===== src/rtl/i2s_dac_tx_if.sv =====
// Sample handshake between the audio sample source and the I2S transmitter.
// The source (master) offers a sample with sample_valid/sample_data.
// The transmitter (slave) accepts it while sample_ready is high.
interface i2s_dac_tx_if #(
  parameter int DATA_W = 16
);
  logic              sample_valid;
  logic [DATA_W-1:0] sample_data;
  logic              sample_ready;

  modport master (
    output sample_valid,
    output sample_data,
    input  sample_ready
  );

  modport slave (
    input  sample_valid,
    input  sample_data,
    output sample_ready
  );
endinterface


===== src/rtl/i2s_dac_tx.sv =====
// i2s_dac_tx: buffers mono samples in a small FIFO and serialises each one,
// MSB first, onto AUD_DACDAT in I2S format. It runs as a slave to the codec's
// AUD_BCLK and AUD_DACLRCK, and the same sample is sent on left and right.
// Optional build macro I2S_HOLD_LAST_EN: on an underrun the last sample is
// repeated instead of sending silence.
module i2s_dac_tx #(
  parameter int DATA_W     = 16,
  parameter int FIFO_DEPTH = 8,
  parameter int LVL_W      = 4
) (
  input  logic             Clk,
  input  logic             Reset_n,
  i2s_dac_tx_if.slave      smp,
  input  logic             AUD_BCLK,
  input  logic             AUD_DACLRCK,
  output logic             AUD_DACDAT,
  output logic [LVL_W-1:0] fifo_level,
  output logic             underrun,
  output logic [7:0]       underrun_cnt
);

  localparam int PTR_W = $clog2(FIFO_DEPTH);
  localparam int CNT_W = $clog2(DATA_W);

  typedef enum logic [1:0] {
    WAIT_LEFT,
    ARM,
    SHIFT,
    PAD
  } state_t;

  // ---------------------------------------------------------------------
  // Codec pin synchronisers. Index 0 is LRCK and index 1 is BCLK.
  // ---------------------------------------------------------------------
  logic [1:0] pin_async;
  logic [1:0] pin_sync;
  logic [1:0] pin_hist;

  assign pin_async = {AUD_BCLK, AUD_DACLRCK};

  genvar gi;
  generate
    for (gi = 0; gi < 2; gi++) begin : g_sync
      logic [2:0] sh_reg;
      // Two synchroniser flops followed by one history flop.
      always_ff @(posedge Clk or negedge Reset_n) begin
        if (!Reset_n) sh_reg <= 3'b000;
        else          sh_reg <= {sh_reg[1:0], pin_async[gi]};
      end
      assign pin_sync[gi] = sh_reg[1];
      assign pin_hist[gi] = sh_reg[2];
    end
  endgenerate

  logic lr_sync;
  logic bclk_fall;
  logic unused_lr_hist;

  assign lr_sync   = pin_sync[0];
  assign bclk_fall = pin_hist[1] & ~pin_sync[1];
  // LRCK edges are judged against lr_prev, which advances on BCLK, so the
  // LRCK history flop has no consumer.
  assign unused_lr_hist = pin_hist[0];

  // ---------------------------------------------------------------------
  // Sample FIFO
  // ---------------------------------------------------------------------
  logic [DATA_W-1:0] mem [FIFO_DEPTH];
  logic [PTR_W-1:0]  wr_ptr_reg;
  logic [PTR_W-1:0]  rd_ptr_reg;
  logic [LVL_W-1:0]  level_reg;

  // ---------------------------------------------------------------------
  // Serial state
  // ---------------------------------------------------------------------
  state_t            state_reg;
  logic [DATA_W-1:0] shift_reg;
  logic [DATA_W-1:0] hold_reg;
  logic [CNT_W-1:0]  bit_cnt_reg;
  logic              dacdat_reg;
  logic              lr_prev_reg;
  logic              underrun_reg;
  logic [7:0]        underrun_cnt_reg;

  logic push;
  logic fifo_empty;
  logic lr_change;
  logic left_edge;
  logic load_req;
  logic pop;
  logic underrun_evt;

  assign smp.sample_ready = (level_reg != LVL_W'(FIFO_DEPTH));
  assign push             = smp.sample_valid & smp.sample_ready;
  assign fifo_empty       = (level_reg == '0);
  assign lr_change        = lr_sync ^ lr_prev_reg;
  assign left_edge        = lr_prev_reg & ~lr_sync;
  // A new left word is requested from WAIT_LEFT, SHIFT (truncated word) or PAD.
  // A push in the same cycle is not visible to it, so an empty FIFO underruns.
  assign load_req         = bclk_fall & left_edge & (state_reg != ARM);
  assign pop              = load_req & ~fifo_empty;
  assign underrun_evt     = load_req & fifo_empty;

  // FIFO storage write port, left without reset so it maps onto RAM.
  always_ff @(posedge Clk) begin
    if (push) mem[wr_ptr_reg] <= smp.sample_data;
  end

  // FIFO pointers and occupancy. The pointers wrap naturally at the power-of-2 depth.
  always_ff @(posedge Clk or negedge Reset_n) begin
    if (!Reset_n) begin
      wr_ptr_reg <= '0;
      rd_ptr_reg <= '0;
      level_reg  <= '0;
    end else begin
      if (push) wr_ptr_reg <= wr_ptr_reg + 1'b1;
      if (pop)  rd_ptr_reg <= rd_ptr_reg + 1'b1;
      case ({push, pop})
        2'b10:   level_reg <= level_reg + 1'b1;
        2'b01:   level_reg <= level_reg - 1'b1;
        default: level_reg <= level_reg;
      endcase
    end
  end

  // Word FSM plus hold register and underrun accounting. All outputs are registered.
  always_ff @(posedge Clk or negedge Reset_n) begin
    if (!Reset_n) begin
      state_reg        <= WAIT_LEFT;
      shift_reg        <= '0;
      hold_reg         <= '0;
      bit_cnt_reg      <= '0;
      dacdat_reg       <= 1'b0;
      lr_prev_reg      <= 1'b0;
      underrun_reg     <= 1'b0;
      underrun_cnt_reg <= 8'd0;
    end else begin
      underrun_reg <= 1'b0;
      if (underrun_evt) begin
        underrun_reg <= 1'b1;
        if (underrun_cnt_reg != 8'hFF) underrun_cnt_reg <= underrun_cnt_reg + 1'b1;
      end

      if (pop) hold_reg <= mem[rd_ptr_reg];
`ifdef I2S_HOLD_LAST_EN
      // On underrun the hold register keeps the previous sample, so it repeats.
`else
      else if (underrun_evt) hold_reg <= '0;
`endif

      if (bclk_fall) begin
        lr_prev_reg <= lr_sync;
        case (state_reg)
          WAIT_LEFT: begin
            dacdat_reg <= 1'b0;
            if (left_edge) state_reg <= ARM;
          end
          ARM: begin
            // One BCLK after the LRCK change: the MSB goes out now.
            shift_reg   <= hold_reg;
            bit_cnt_reg <= CNT_W'(DATA_W - 1);
            dacdat_reg  <= hold_reg[DATA_W-1];
            state_reg   <= SHIFT;
          end
          SHIFT: begin
            if (lr_change) begin
              // Frame shorter than the word: drop the remaining bits.
              dacdat_reg <= 1'b0;
              state_reg  <= ARM;
            end else begin
              dacdat_reg  <= shift_reg[DATA_W-2];
              shift_reg   <= shift_reg << 1;
              bit_cnt_reg <= bit_cnt_reg - 1'b1;
              if (bit_cnt_reg == CNT_W'(1)) state_reg <= PAD;
            end
          end
          PAD: begin
            dacdat_reg <= 1'b0;
            if (lr_change) state_reg <= ARM;
          end
          default: state_reg <= WAIT_LEFT;
        endcase
      end
    end
  end

  assign AUD_DACDAT   = dacdat_reg;
  assign fifo_level   = level_reg;
  assign underrun     = underrun_reg;
  assign underrun_cnt = underrun_cnt_reg;

endmodule


===== src/flat_wrapper.sv =====
// flat-port wrapper written by rule: the top's interface ports become plain ports
module i2s_dac_tx_flat 
#(
  parameter int DATA_W     = 16,
  parameter int FIFO_DEPTH = 8,
  parameter int LVL_W      = 4
)
  (Clk, Reset_n, AUD_BCLK, AUD_DACLRCK, AUD_DACDAT, fifo_level, underrun, underrun_cnt, smp_sample_valid, smp_sample_data, smp_sample_ready);
  i2s_dac_tx_if #(.DATA_W(DATA_W)) smp_i ();
  input  logic Clk;
  input  logic Reset_n;
  input  logic AUD_BCLK;
  input  logic AUD_DACLRCK;
  output logic AUD_DACDAT;
  output logic [LVL_W-1:0] fifo_level;
  output logic underrun;
  output logic [7:0] underrun_cnt;
  input wire logic [$bits(smp_i.sample_valid)-1:0] smp_sample_valid;
  input wire logic [$bits(smp_i.sample_data)-1:0] smp_sample_data;
  output wire logic [$bits(smp_i.sample_ready)-1:0] smp_sample_ready;
  assign smp_i.sample_valid = smp_sample_valid;
  assign smp_i.sample_data = smp_sample_data;
  assign smp_sample_ready = smp_i.sample_ready;
  i2s_dac_tx #(.DATA_W(DATA_W), .FIFO_DEPTH(FIFO_DEPTH), .LVL_W(LVL_W)) u_core (.Clk(Clk), .Reset_n(Reset_n), .smp(smp_i), .AUD_BCLK(AUD_BCLK), .AUD_DACLRCK(AUD_DACLRCK), .AUD_DACDAT(AUD_DACDAT), .fifo_level(fifo_level), .underrun(underrun), .underrun_cnt(underrun_cnt));
endmodule

===== config.mk =====
export PLATFORM = sky130hd
export DESIGN_NAME = i2s_dac_tx_flat
export DESIGN_NICKNAME = d
export VERILOG_FILES = /design/src/rtl/i2s_dac_tx_if.sv /design/src/rtl/i2s_dac_tx.sv /design/src/flat_wrapper.sv
export SDC_FILE = /design/constraint.sdc
export NUM_CORES = 1
export LEC_CHECK = 0
export BUFFER_PORTS_ARGS = -buffer_cell sky130_fd_sc_hd__buf_2
export CAP_MARGIN = 20
export CORE_MARGIN = 4
export CORE_UTILIZATION = 30
export CTS_BUF_LIST = sky130_fd_sc_hd__clkbuf_8 sky130_fd_sc_hd__clkbuf_16
export CTS_CLUSTER_SIZE = 8
export DETAILED_ROUTE_END_ITERATION = 7
export GPL_ROUTABILITY_DRIVEN = 0
export GPL_TIMING_DRIVEN = 0
export SLEW_MARGIN = 10
export SYNTH_ARGS = -nofsm -noshare
export SYNTH_HDL_FRONTEND = slang
export SYNTH_SLANG_ARGS = --single-unit

===== constraint.sdc =====
create_clock -name Clk -period 3.3 [get_ports Clk]
set_input_delay 0.33 -clock Clk [delete_from_list [all_inputs] [get_ports Clk]]
set_output_delay 0.33 -clock Clk [all_outputs]
set_load 0.05 [all_outputs]

==> impl_metrics.csv, run 1 <==
group,metric,value,unit
status,status,"finished with violations",
status,failed_checks,"negative hold slack",
worst_setup_path,start_kind,"flop",
worst_setup_path,r2r_start,"u_core.state_reg[1]$_DFFE_PN0P_",
pwr,power_density,802.5,nW/µm²
sta,finalCritPeriodShare,90.67,%
grt,grt_antenna_before_repair,1,
route,met2WireLength,8054,µm
finish,drive_gt1_share,24.63,%
grt,grt_usage,11.13,%
run,max_cap_violations,0,
finish,syn2layout_area_growth,17.53,%
synth,synth_top_family_by_area,"multiplexers",
finish,regArea,5420,µm²
pwr,ir_drop,0.3066,mV
sta,finalMaxSlewViolations,0,
synth,synthMuxAreaShare,14.15,%
grt,grt_pass1_vias,4293,
synth,synth_top_area_share,50.15,%
finish,fill_cells,2350,
synth,ys_top_cells_by_area,"edfxtp_1 50%, dfrtp_1 21%, mux4_2 9.4%",
sta,worst_pin_slew,0.8125,ns
pwr,leakage,3.267,nW
synth,synth_warnings,0,
clock_network,clkSinkCount,191,
synth,synth-simple-area-share,5.860,%
route,wl_met1,6382,µm
worst_setup_path,crit_slowest_cell,"dfrtp_1",
finish,diodes,0,
sta,setup_viol,0,
route,ant_nets,0,
sta,relSlewSlack,45.83,%
finish,largest_reg_flops,128,
synth,synth_top_cell_by_area,"edfxtp_1",
worst_setup_path,cp_data_arrival_time,3.30,ns
synth,synth-compound-area-share,3.820,%
synth,avgSynthCellArea,16.74,µm²
floorplan,die_w,167.8,µm
synth,synthesis.area,7665,µm²
clock_network,cts_root_buf,"clkbuf_16",
route,dr.pass1.iters,5,
synth,synth_adder_area_share,2.285,%
worst_setup_path,crit_type,"reg2reg",
clock_network,cts_setup_buffers,0,
sta,rsz0062_at_grt,"no",
synth,synthCells,458,
route,wl_per_cell,17.39,µm
worst_setup_path,max_stage_delay,0.38,ns
synth,ys.flop_type,"edfxtp_1",
placement,dp_slack,0.03109,ns
sta,hold_violations,13,
clock_network,clock_latency,0.43,ns
worst_setup_path,path_cells,"inv_1 > ha_1 > nand4bb_4 > or2b_1 > buf_2 > inv_1 > ha_1 > xor2_1 > ha_1 > a21oi_1 > xor2_1 > nor2_1 > xor2_1",
grt,grt_overflow,0,
worst_hold_path,worst_hold_path_type,"in2async",
worst_setup_path,critPathRequiredTime,3.61,ns
sta,max_freq,334.2,MHz
worst_setup_path,end_kind,"flop",
synth,syn_nets,493,
finish,final_common_cell,"edfxtp_1",
placement,place_hpwl,10150,µm
worst_setup_path,r2r-end,"u_core.fifo_level[2]$_DFFE_PN0P_",
route,routed_via_density,4.614,
worst_setup_path,path_max_fanout,10,
placement,port_buffers,35,
synth,yosysSeqAreaShare,70.71,%
grt,grt_pass1_wl,24050,µm
sta,setup_ws,0.3080,ns
floorplan,pin_count,36,
floorplan,core-area,25180,µm²
route,drc,0,
sta,skew,0.01076,ns
floorplan,num_rows,58,
floorplan,die_h,167.8,µm
synth,synth_edf_count,128,
finish,final_cell_mix,"128 x edfxtp_1, 63 x dfrtp_1, 42 x buf_2",
clock_network,clkTransAtPathRegs,0.07,ns
clock_network,ctsHtreeMaxLevel,4,
clock_network,clock_path_buffers,2,
finish,layout.nets,558,
route,wl_met3,436,µm
synth,ys_seq_elements,191,
worst_setup_path,reg2reg_slack,0.31,ns
route,drt-initial-drc-count,256,
worst_setup_path,timing.reg2reg.worst_path_depth,13,
grt,grt_max_degree,64,
floorplan,die_area,28170,µm²
sta,whs,-0.01653,ns
synth,ys_types,37,
synth,synth_xor_area_share,1.714,%
sta,fin_crit,2.992,ns
finish,post-route-util,35.77,%
clock_network,cts_made_buffers,17,
route,routed_wl,15060,µm
pwr,total_power,7.229,mW
synth,synthArstFlopShare,32.98,%
floorplan,initial_core_util,30.44,%
finish,multi_input_area,2175,µm²
clock_network,cts_tree,"yes",
route,dr_total_vias,3996,
route,top_layer_used,"met5",
## worst max-delay path by stage
stage,from,to
after floorplan,u_core.fifo_level[1]$_DFFE_PN0P_,u_core.mem[0][0]$_DFFE_PP_
after global placement,u_core.fifo_level[3]$_DFFE_PN0P_,u_core.mem[0][9]$_DFFE_PP_
after detailed placement,u_core.state_reg[1]$_DFFE_PN0P_,u_core.fifo_level[2]$_DFFE_PN0P_
after CTS,u_core.state_reg[1]$_DFFE_PN0P_,u_core.fifo_level[2]$_DFFE_PN0P_
after global routing,u_core.state_reg[1]$_DFFE_PN0P_,u_core.fifo_level[2]$_DFFE_PN0P_
final,u_core.state_reg[1]$_DFFE_PN0P_,u_core.fifo_level[2]$_DFFE_PN0P_
## worst max-delay path, delay by kind of cell, from the launching register on
kind / cells / cell delay, ns
buffers and inverters: 3 / 0.45
AND/OR/NAND/NOR: 3 / 0.69
adder cells (fa/ha/maj): 3 / 0.77
XOR/XNOR: 3 / 0.41
flip-flops: 1 / 0.38
AO/OA/AOI/OAI: 1 / 0.17
## area by class of cell
class / instances / area share (%)
Buffer: 19 / 0.9028
Clock buffer: 17 / 4.722
Clock inverter: 15 / 1.667
Inverter: 7 / 0.2917
Multi-Input combinational cell: 240 / 24.14
Sequential cell: 191 / 60.17
Tap cell: 330 / 4.583
Timing Repair Buffer: 47 / 3.528
## power breakdown
group	internal, mW	switching, mW
clock	1.01	0.961
sequential	3.07	0.272
combinational	0.834	1.08
total	4.91	2.32
## per-layer routing
| metal | GRT usage, % | vias to the layer above |
|---|---|---|
| met5 | 0 | - |
| met1 | 13.41 | 2067 |
| met2 | 19.44 | 42 |
| met4 | 3.846 | 2 |
| li1 | - | 1872 |
| met3 | 2.841 | 13 |
## synth_stat cells, drive strengths merged (4+ instances only)
cell type / count
inv: 7
xor2: 5
dfrtp: 63
nand3: 5
xnor2: 10
a21oi: 22
edfxtp: 128
ha: 14
nand2: 30
o21ai: 26
clkbuf: 9
mux4: 32
nand4: 4
nand2b: 5
mux2i: 33
nor2: 27
buf: 11
## logic make-up after synthesis
family	after synthesis
and+or+nand+nor	91
muxes	68
adders and majority gates	14
DFF	191
xor gates and xnor gates	15
buffers and inverters	27
AOI/OAI and AO/OA	52
## what timing repair did
item,in CTS,in global routing
resized for setup,0,2
endpoints found under the hold margin,2,0
hold buffers,2,0
endpoints found under the setup margin,0,3
## stage by stage
step | setup TNS (ns) | cells | hold slack (ns) | area [µm²]
finish | 0 | 866 | -0.01653 | 9009
global route | 0 | 866 | 0.04201 | 9009
CTS | 0 | 867 | 0.003062 | 8996
detailed placement | 0 | 833 | 0.3388 | 8401
global placement | -13.04 | 823 | 0.3474 | 8253
floorplan | 0 | 458 | 0.03441 | 7665
No activity file was read; power rests on OpenSTA's default activity.
==> inputs of run 2 (changes only) <==
--- a/config.mk
+++ b/config.mk
@@ -5,13 +5,13 @@
 export SDC_FILE = /design/constraint.sdc
 export NUM_CORES = 1
 export LEC_CHECK = 0
-export BUFFER_PORTS_ARGS = -buffer_cell sky130_fd_sc_hd__buf_2
 export CAP_MARGIN = 20
 export CORE_MARGIN = 4
 export CORE_UTILIZATION = 30
 export CTS_BUF_LIST = sky130_fd_sc_hd__clkbuf_8 sky130_fd_sc_hd__clkbuf_16
 export CTS_CLUSTER_SIZE = 8
 export DETAILED_ROUTE_END_ITERATION = 7
+export DONT_BUFFER_PORTS = 1
 export GPL_ROUTABILITY_DRIVEN = 0
 export GPL_TIMING_DRIVEN = 0
 export SLEW_MARGIN = 10
==> run 2 against run 1 <==
Effect of this change:
- the run now ends clean
- combinational power shrank 8%
- non-clock buffer count shrank 19
- global-route usage shrank 0.15 points
- clock-buffer cell count is the same
- worst hold slack gained 0.078 ns
- sequential power grew 4%
- total power grew 0.17%
- critical path depth shrank 4
- register-to-register slack lost 0.15 ns
- first-iteration DRC count shrank 13%
- highest routed layer is now met4
==> impl_metrics.csv, run 2 (synthesis results as in run 1) <==
group,metric,value,unit
sta,finalCritPeriodShare,95.33,%
finish,regArea,5420,µm²
floorplan,die_area,28170,µm²
finish,post-route-util,35.83,%
clock_network,clock_latency,0.43,ns
worst_hold_path,worst_hold_path_type,"in2reg",
pwr,power_density,802.5,nW/µm²
route,routed_via_density,4.676,
finish,largest_reg_flops,128,
placement,port_buffers,0,
grt,grtUsageMet2,18.24,%
pwr,clkPwrFrac,27.7,%
clock_network,clock_path_buffers,2,
finish,multi_input_area,2181,µm²
status,status,"complete, no violations",
route,ant_nets,0,
finish,drive_gt1_share,18.38,%
floorplan,initial_core_util,30.44,%
placement,place_hpwl,10090,µm
sta,tns,0,ns
floorplan,die_h,167.8,µm
clock_network,clkSinkCount,191,
finish,syn2layout_area_growth,17.73,%
grt,grt_max_degree,64,
floorplan,num_rows,58,
clock_network,ctsHtreeMaxLevel,4,
grt,grt_pass1_wl,23790,µm
worst_setup_path,critPathRequiredTime,3.58,ns
route,wl_per_cell,17.38,µm
grt,grt_pass1_vias,4203,
pwr,ir_drop,0.3296,mV
pwr,leakage,3.188,nW
clock_network,cts_setup_buffers,0,
sta,skew,0.01227,ns
worst_setup_path,crit_type,"reg2reg",
grt,globalRouteMet1Util,14.18,%
clock_network,cts_made_buffers,17,
sta,finalMaxSlewViolations,0,
finish,final_cell_mix,"128 x edfxtp_1, 63 x dfrtp_1, 33 x mux2i_1",
grt,grt_overflow,0,
clock_network,cts_tree,"yes",
route,drt-initial-drc-count,222,
run,max_cap_violations,0,
pwr,p_int,4.951,mW
finish,final_common_cell,"edfxtp_1",
grt,top_usage_layer,"met2",
pwr,combPwrFrac,24.3,%
pwr,seqPwrFrac,48.0,%
worst_setup_path,start_kind,"flop",
sta,fin_crit,3.146,ns
clock_network,cts_root_buf,"clkbuf_16",
sta,worst_pin_slew,0.8348,ns
worst_setup_path,path_max_fanout,9,
floorplan,die_w,167.8,µm
pwr,p_switching,2.291,mW
worst_setup_path,cp_data_arrival_time,3.43,ns
grt,grt_antenna_before_repair,1,
route,dr.pass1.iters,4,
route,routed_wl,14740,µm
finish,fill_cells,2351,
worst_setup_path,end_kind,"flop",
route,drc,0,
sta,setup_viol,0,
route,dr_total_vias,3965,
floorplan,core-area,25180,µm²
sta,max_freq,317.9,MHz
finish,layout.nets,539,
pwr,switching_share,31.63,%
floorplan,pin_count,36,
pwr,total_power,7.241,mW
clock_network,clkTransAtPathRegs,0.07,ns
sta,hold_violations,0,
grt,grt_usage,10.98,%
grt,grt.met3_usage,2.865,%
sta,relSlewSlack,44.05,%
sta,rsz0062_at_grt,"no",
==> run 2: cell types whose count changed in the layout (fill, tap and decap cells not counted), sizes merged <==
cell | before | now
bufinv | 0 | 1
clkinv | 6 | 5
buf | 56 | 20
diode | 0 | 1
dlygate4sd3 | 2 | 19
==> run 2: cell type report <==
cell class / instances / share of cell area [%]
sequential: 191 / 60.07
multi-input combinational: 240 / 24.17
clock buffer: 17 / 4.714
tap: 330 / 4.576
timing repair buffer: 28 / 3.577
clock inverter: 15 / 1.678
buffer: 19 / 0.9013
inverter: 7 / 0.2912
antenna: 1 / 0.02773
==> run 2: final timing paths <==
| kind | start | end | slack (ns) | cells after the start |
|---|---|---|---|---|
| max in group asynchronous | Reset_n | u_core.shift_reg[10]$_DFFE_PN0P_ | 2.60 | 2 |
| setup / recovery | u_core.fifo_level[1]$_DFFE_PN0P_ | u_core.fifo_level[2]$_DFFE_PN0P_ | 0.15 | 9 |
| hold / removal | smp_sample_valid | u_core.wr_ptr_reg[2]$_DFFE_PN0P_ | 0.06 | 2 |
| setup reg to reg | u_core.fifo_level[1]$_DFFE_PN0P_ | u_core.fifo_level[2]$_DFFE_PN0P_ | 0.15 | 9 |
| hold reg to reg | u_core.g_sync[1].sh_reg[0]$_DFF_PN0_ | u_core.g_sync[1].sh_reg[1]$_DFF_PN0_ | 0.36 | 0 |
| min in group asynchronous | Reset_n | u_core.underrun_cnt[7]$_DFFE_PN0P_ | 0.43 | 2 |
==> run 2: through the flow <==
| stage | hold slack [ns] | instance area, µm² | setup WS, ns | instances |
|---|---|---|---|---|
| final | 0.06182 | 9024 | 0.1542 | 848 |
| after global routing | 0.08032 | 9024 | 0.05245 | 848 |
| after CTS | 0.03997 | 9004 | 0.06094 | 847 |
| after detailed placement | 0.03610 | 8208 | -0.001317 | 796 |
| after global placement | 0.03619 | 8078 | -1.115 | 788 |
| after floorplan | 0.03441 | 7665 | 0.07929 | 458 |
==> run 2: power groups by stage <==
| stage | Clock [mW] | Sequential (mW) | Combinational [mW] |
|---|---|---|---|
| global route | 2.16 | 3.54 | 1.97 |
| finish | 2.00 | 3.48 | 1.76 |
| detailed placement | 0 | 3.53 | 1.73 |
| CTS | 2.06 | 3.48 | 1.79 |
| global placement | 0 | 3.49 | 1.61 |
| floorplan | 0 | 3.43 | 1.27 |
==> run 2: metal layers <==
metal | share of wire [%] | routed length (µm)
met1 | 44 | 6451
met2 | 51 | 7502
met3 | 4.1 | 608
met4 | 1.2 | 178
met5 | 0 | 0
==> run 2: critical path, cell delays in order (launching register included) <==
cell	delay, ns
dfrtp_1	0.64
or4b_2	0.97
nand2_1	0.25
ha_1	0.29
xor2_1	0.10
ha_1	0.22
a21oi_1	0.14
xor2_1	0.17
nor2_1	0.07
xor2_1	0.14
==> run 2: repair_timing <==
item / 4_1_cts / 5_1_grt
gates resized for setup: 1 / 2
endpoints found under the setup margin: 1 / 9
hold endpoints to repair: 193 / 0
hold buffers: 20 / 0
==> inputs of run 3 (changes only) <==
--- a/config.mk
+++ b/config.mk
@@ -13,7 +13,7 @@
 export DETAILED_ROUTE_END_ITERATION = 7
 export DONT_BUFFER_PORTS = 1
 export GPL_ROUTABILITY_DRIVEN = 0
-export GPL_TIMING_DRIVEN = 0
+export GPL_TIMING_DRIVEN = 1
 export SLEW_MARGIN = 10
 export SYNTH_ARGS = -nofsm -noshare
 export SYNTH_HDL_FRONTEND = slang
==> run 3 against run 2 <==
Effect of this change:
- largest cell class unchanged
- fmax increased by 13%
- critical path depth increased by 1
- clock power increased by 2%
- combinational power decreased by 3%
- clock-buffer cell count unchanged
- cell count decreased by 0.94%
- first-iteration DRC count increased by 22%
- largest power group unchanged
==> impl_metrics.csv, run 3 (synthesis results as in run 1) <==
group,metric,value,unit
pwr,ir_drop,0.4384,mV
grt,grt_max_degree,64,
sta,finalMaxSlewViolations,0,
worst_setup_path,max_stage_delay,0.74,ns
clock_network,clkSinkCount,191,
grt,grt_antenna_before_repair,1,
worst_setup_path,r2r_start,"u_core.fifo_level[2]$_DFFE_PN0P_",
clock_network,ctsResizeCount,0,
finish,layout.nets,531,
clock_network,clkTransAtPathRegs,0.07,ns
sta,hold_violations,0,
worst_setup_path,crit_slowest_cell,"or4b_2",
finish,fill_cells,2329,
worst_setup_path,path_cells,"buf_4 > or4b_2 > nand2_1 > ha_1 > xor2_1 > ha_1 > a21oi_1 > xor2_1 > nor2_1 > xor2_1",
route,wl_per_cell,17.22,µm
sta,relSlewSlack,24.31,%
grt,grt_usage,10.57,%
worst_setup_path,reg2reg_slack,0.52,ns
placement,place_hpwl,9013,µm
finish,multi_input_area,2143,µm²
route,routed_via_density,4.670,
sta,finalCritPeriodShare,84.24,%
pwr,leakage,3.183,nW
placement,port_buffers,0,
grt,grt_pass1_vias,4190,
run,max_cap_violations,0,
worst_setup_path,cp_top_family,"simple AND/OR/NAND/NOR gates",
worst_setup_path,crit_buf_inv,1,
status,status,"complete, no violations",
worst_setup_path,cp_data_arrival_time,3.09,ns
worst_hold_path,hold_depth,2,
sta,rsz0062_at_grt,"no",
worst_setup_path,cp_num_cells,10,
placement,dp.cells,787,
sta,setup_ws,0.5201,ns
route,dr.pass1.iters,6,
floorplan,initial_core_util,30.44,%
clock_network,clock_path_buffers,2,
worst_setup_path,path_max_fanout,5,
floorplan,die_w,167.8,µm
clock_network,cts_tree,"yes",
route,drt-initial-drc-count,270,
route,drc,0,
clock_network,cts_root_buf,"clkbuf_16",
finish,final_cell_mix,"128 x edfxtp_1, 61 x dfrtp_1, 33 x mux2i_1",
route,dr_total_vias,3923,
worst_setup_path,start_kind,"flop",
finish,instances_no_fill,840,
grt,grt_pass1_wl,23380,µm
clock_network,clock_latency,0.43,ns
sta,worst_pin_slew,1.135,ns
worst_setup_path,r2r-end,"u_core.fifo_level[2]$_DFFE_PN0P_",
worst_hold_path,holdPathEnd,"u_core.wr_ptr_reg[2]$_DFFE_PN0P_",
placement,dp_slack,0.5518,ns
pwr,power_density,808.1,nW/µm²
sta,fin_crit,2.780,ns
floorplan,pin_count,36,
route,routed_wl,14470,µm
finish,regArea,5423,µm²
floorplan,num_rows,58,
floorplan,core-area,25180,µm²
floorplan,die_h,167.8,µm
route,ant_nets,0,
worst_setup_path,critPathRequiredTime,3.61,ns
clock_network,cts_made_buffers,17,
worst_setup_path,timing.reg2reg.worst_path_depth,10,
floorplan,die_area,28170,µm²
finish,largest_reg_flops,128,
worst_hold_path,worst_hold_path_type,"in2reg",
worst_setup_path,crit_start,"u_core.fifo_level[2]$_DFFE_PN0P_",
clock_network,ctsHtreeMaxLevel,4,
worst_setup_path,end_kind,"flop",
finish,syn2layout_area_growth,17.16,%
worst_setup_path,crit_top_cell,"xor2_1",
worst_setup_path,crit_type,"reg2reg",
sta,setup_viol,0,
finish,final_common_cell,"edfxtp_1",
finish,drive_gt1_share,18.86,%
sta,tns,0,ns
sta,max_freq,359.7,MHz
worst_hold_path,holdCritStartpoint,"smp_sample_valid",
grt,grt_overflow,0,
sta,skew,0.01483,ns
==> run 3: changes by cell type in the layout (fill, tap and decap cells not counted), moves of 4 or more <==
cell | previous run | this run
buf_4 | 2 | 19
clkbuf_1 | 8 | 0
nor2_1 | 21 | 27
buf_8 | 6 | 0
clkinv_8 | 1 | 5
nor2_2 | 6 | 0
inv_6 | 4 | 0
buf_2 | 8 | 0
==> run 3: final cells by class <==
cell class / count / area share, %
clock buffers: 17 / 4.737
inverters: 7 / 0.2926
clock inverters: 15 / 2.076
flip-flops and latches: 191 / 60.39
well taps: 330 / 4.598
multi-input cells: 240 / 23.87
repair buffers: 39 / 4.013
diodes: 1 / 0.02787
==> run 3: stage by stage <==
step	cell area (µm²)	power [mW]	hold slack [ns]	util, %
2_1_floorplan	7665	4.705	0.03441	-
3_3_place_gp	8148	5.135	0.03716	32.36
3_5_place_dp	8148	5.235	0.03745	32.36
4_1_cts	8977	7.370	0.04917	35.65
5_1_grt	8980	7.659	0.07745	35.66
6_report	8980	7.256	0.06714	35.66
==> run 3: worst max path at each step <==
stage                                       endpoint
finish              u_core.fifo_level[2]$_DFFE_PN0P_
global route        u_core.fifo_level[2]$_DFFE_PN0P_
CTS                 u_core.fifo_level[2]$_DFFE_PN0P_
detailed placement  u_core.fifo_level[2]$_DFFE_PN0P_
global placement    u_core.fifo_level[2]$_DFFE_PN0P_
floorplan                 u_core.mem[0][0]$_DFFE_PP_
==> run 3: timing repair <==
item	CTS	global route
hold endpoints to repair	193	0
buffers inserted	0	0
hold buffers	20	0
==> run 3: worst reg2reg max path: cells and delay by family (launching register included) <==
family	cells	cell delay (ns)
XOR/XNOR	3	0.42
buffers and inverters	1	0.21
AND/OR/NAND/NOR	3	1.02
AO/OA/AOI/OAI	1	0.15
adder cells (fa/ha/maj)	2	0.49
flip-flops	1	0.38
==> run 3: per-layer routing <==
metal | global-route usage [%] | vias up | part of all wire, %
li1 | - | 1826 | -
met1 | 13.51 | 2027 | 44
met2 | 17.89 | 60 | 51
met3 | 2.606 | 10 | 3.2
met4 | 3.140 | 0 | 1.1
met5 | 0 | - | 0
==> run 3: report_power, final <==
part	leakage [nW]	internal [mW]	switching [mW]
combinational	0.964	0.818	0.894
sequential	1.93	3.07	0.430
clock	0.290	1.03	1.01
total	3.18	4.92	2.33
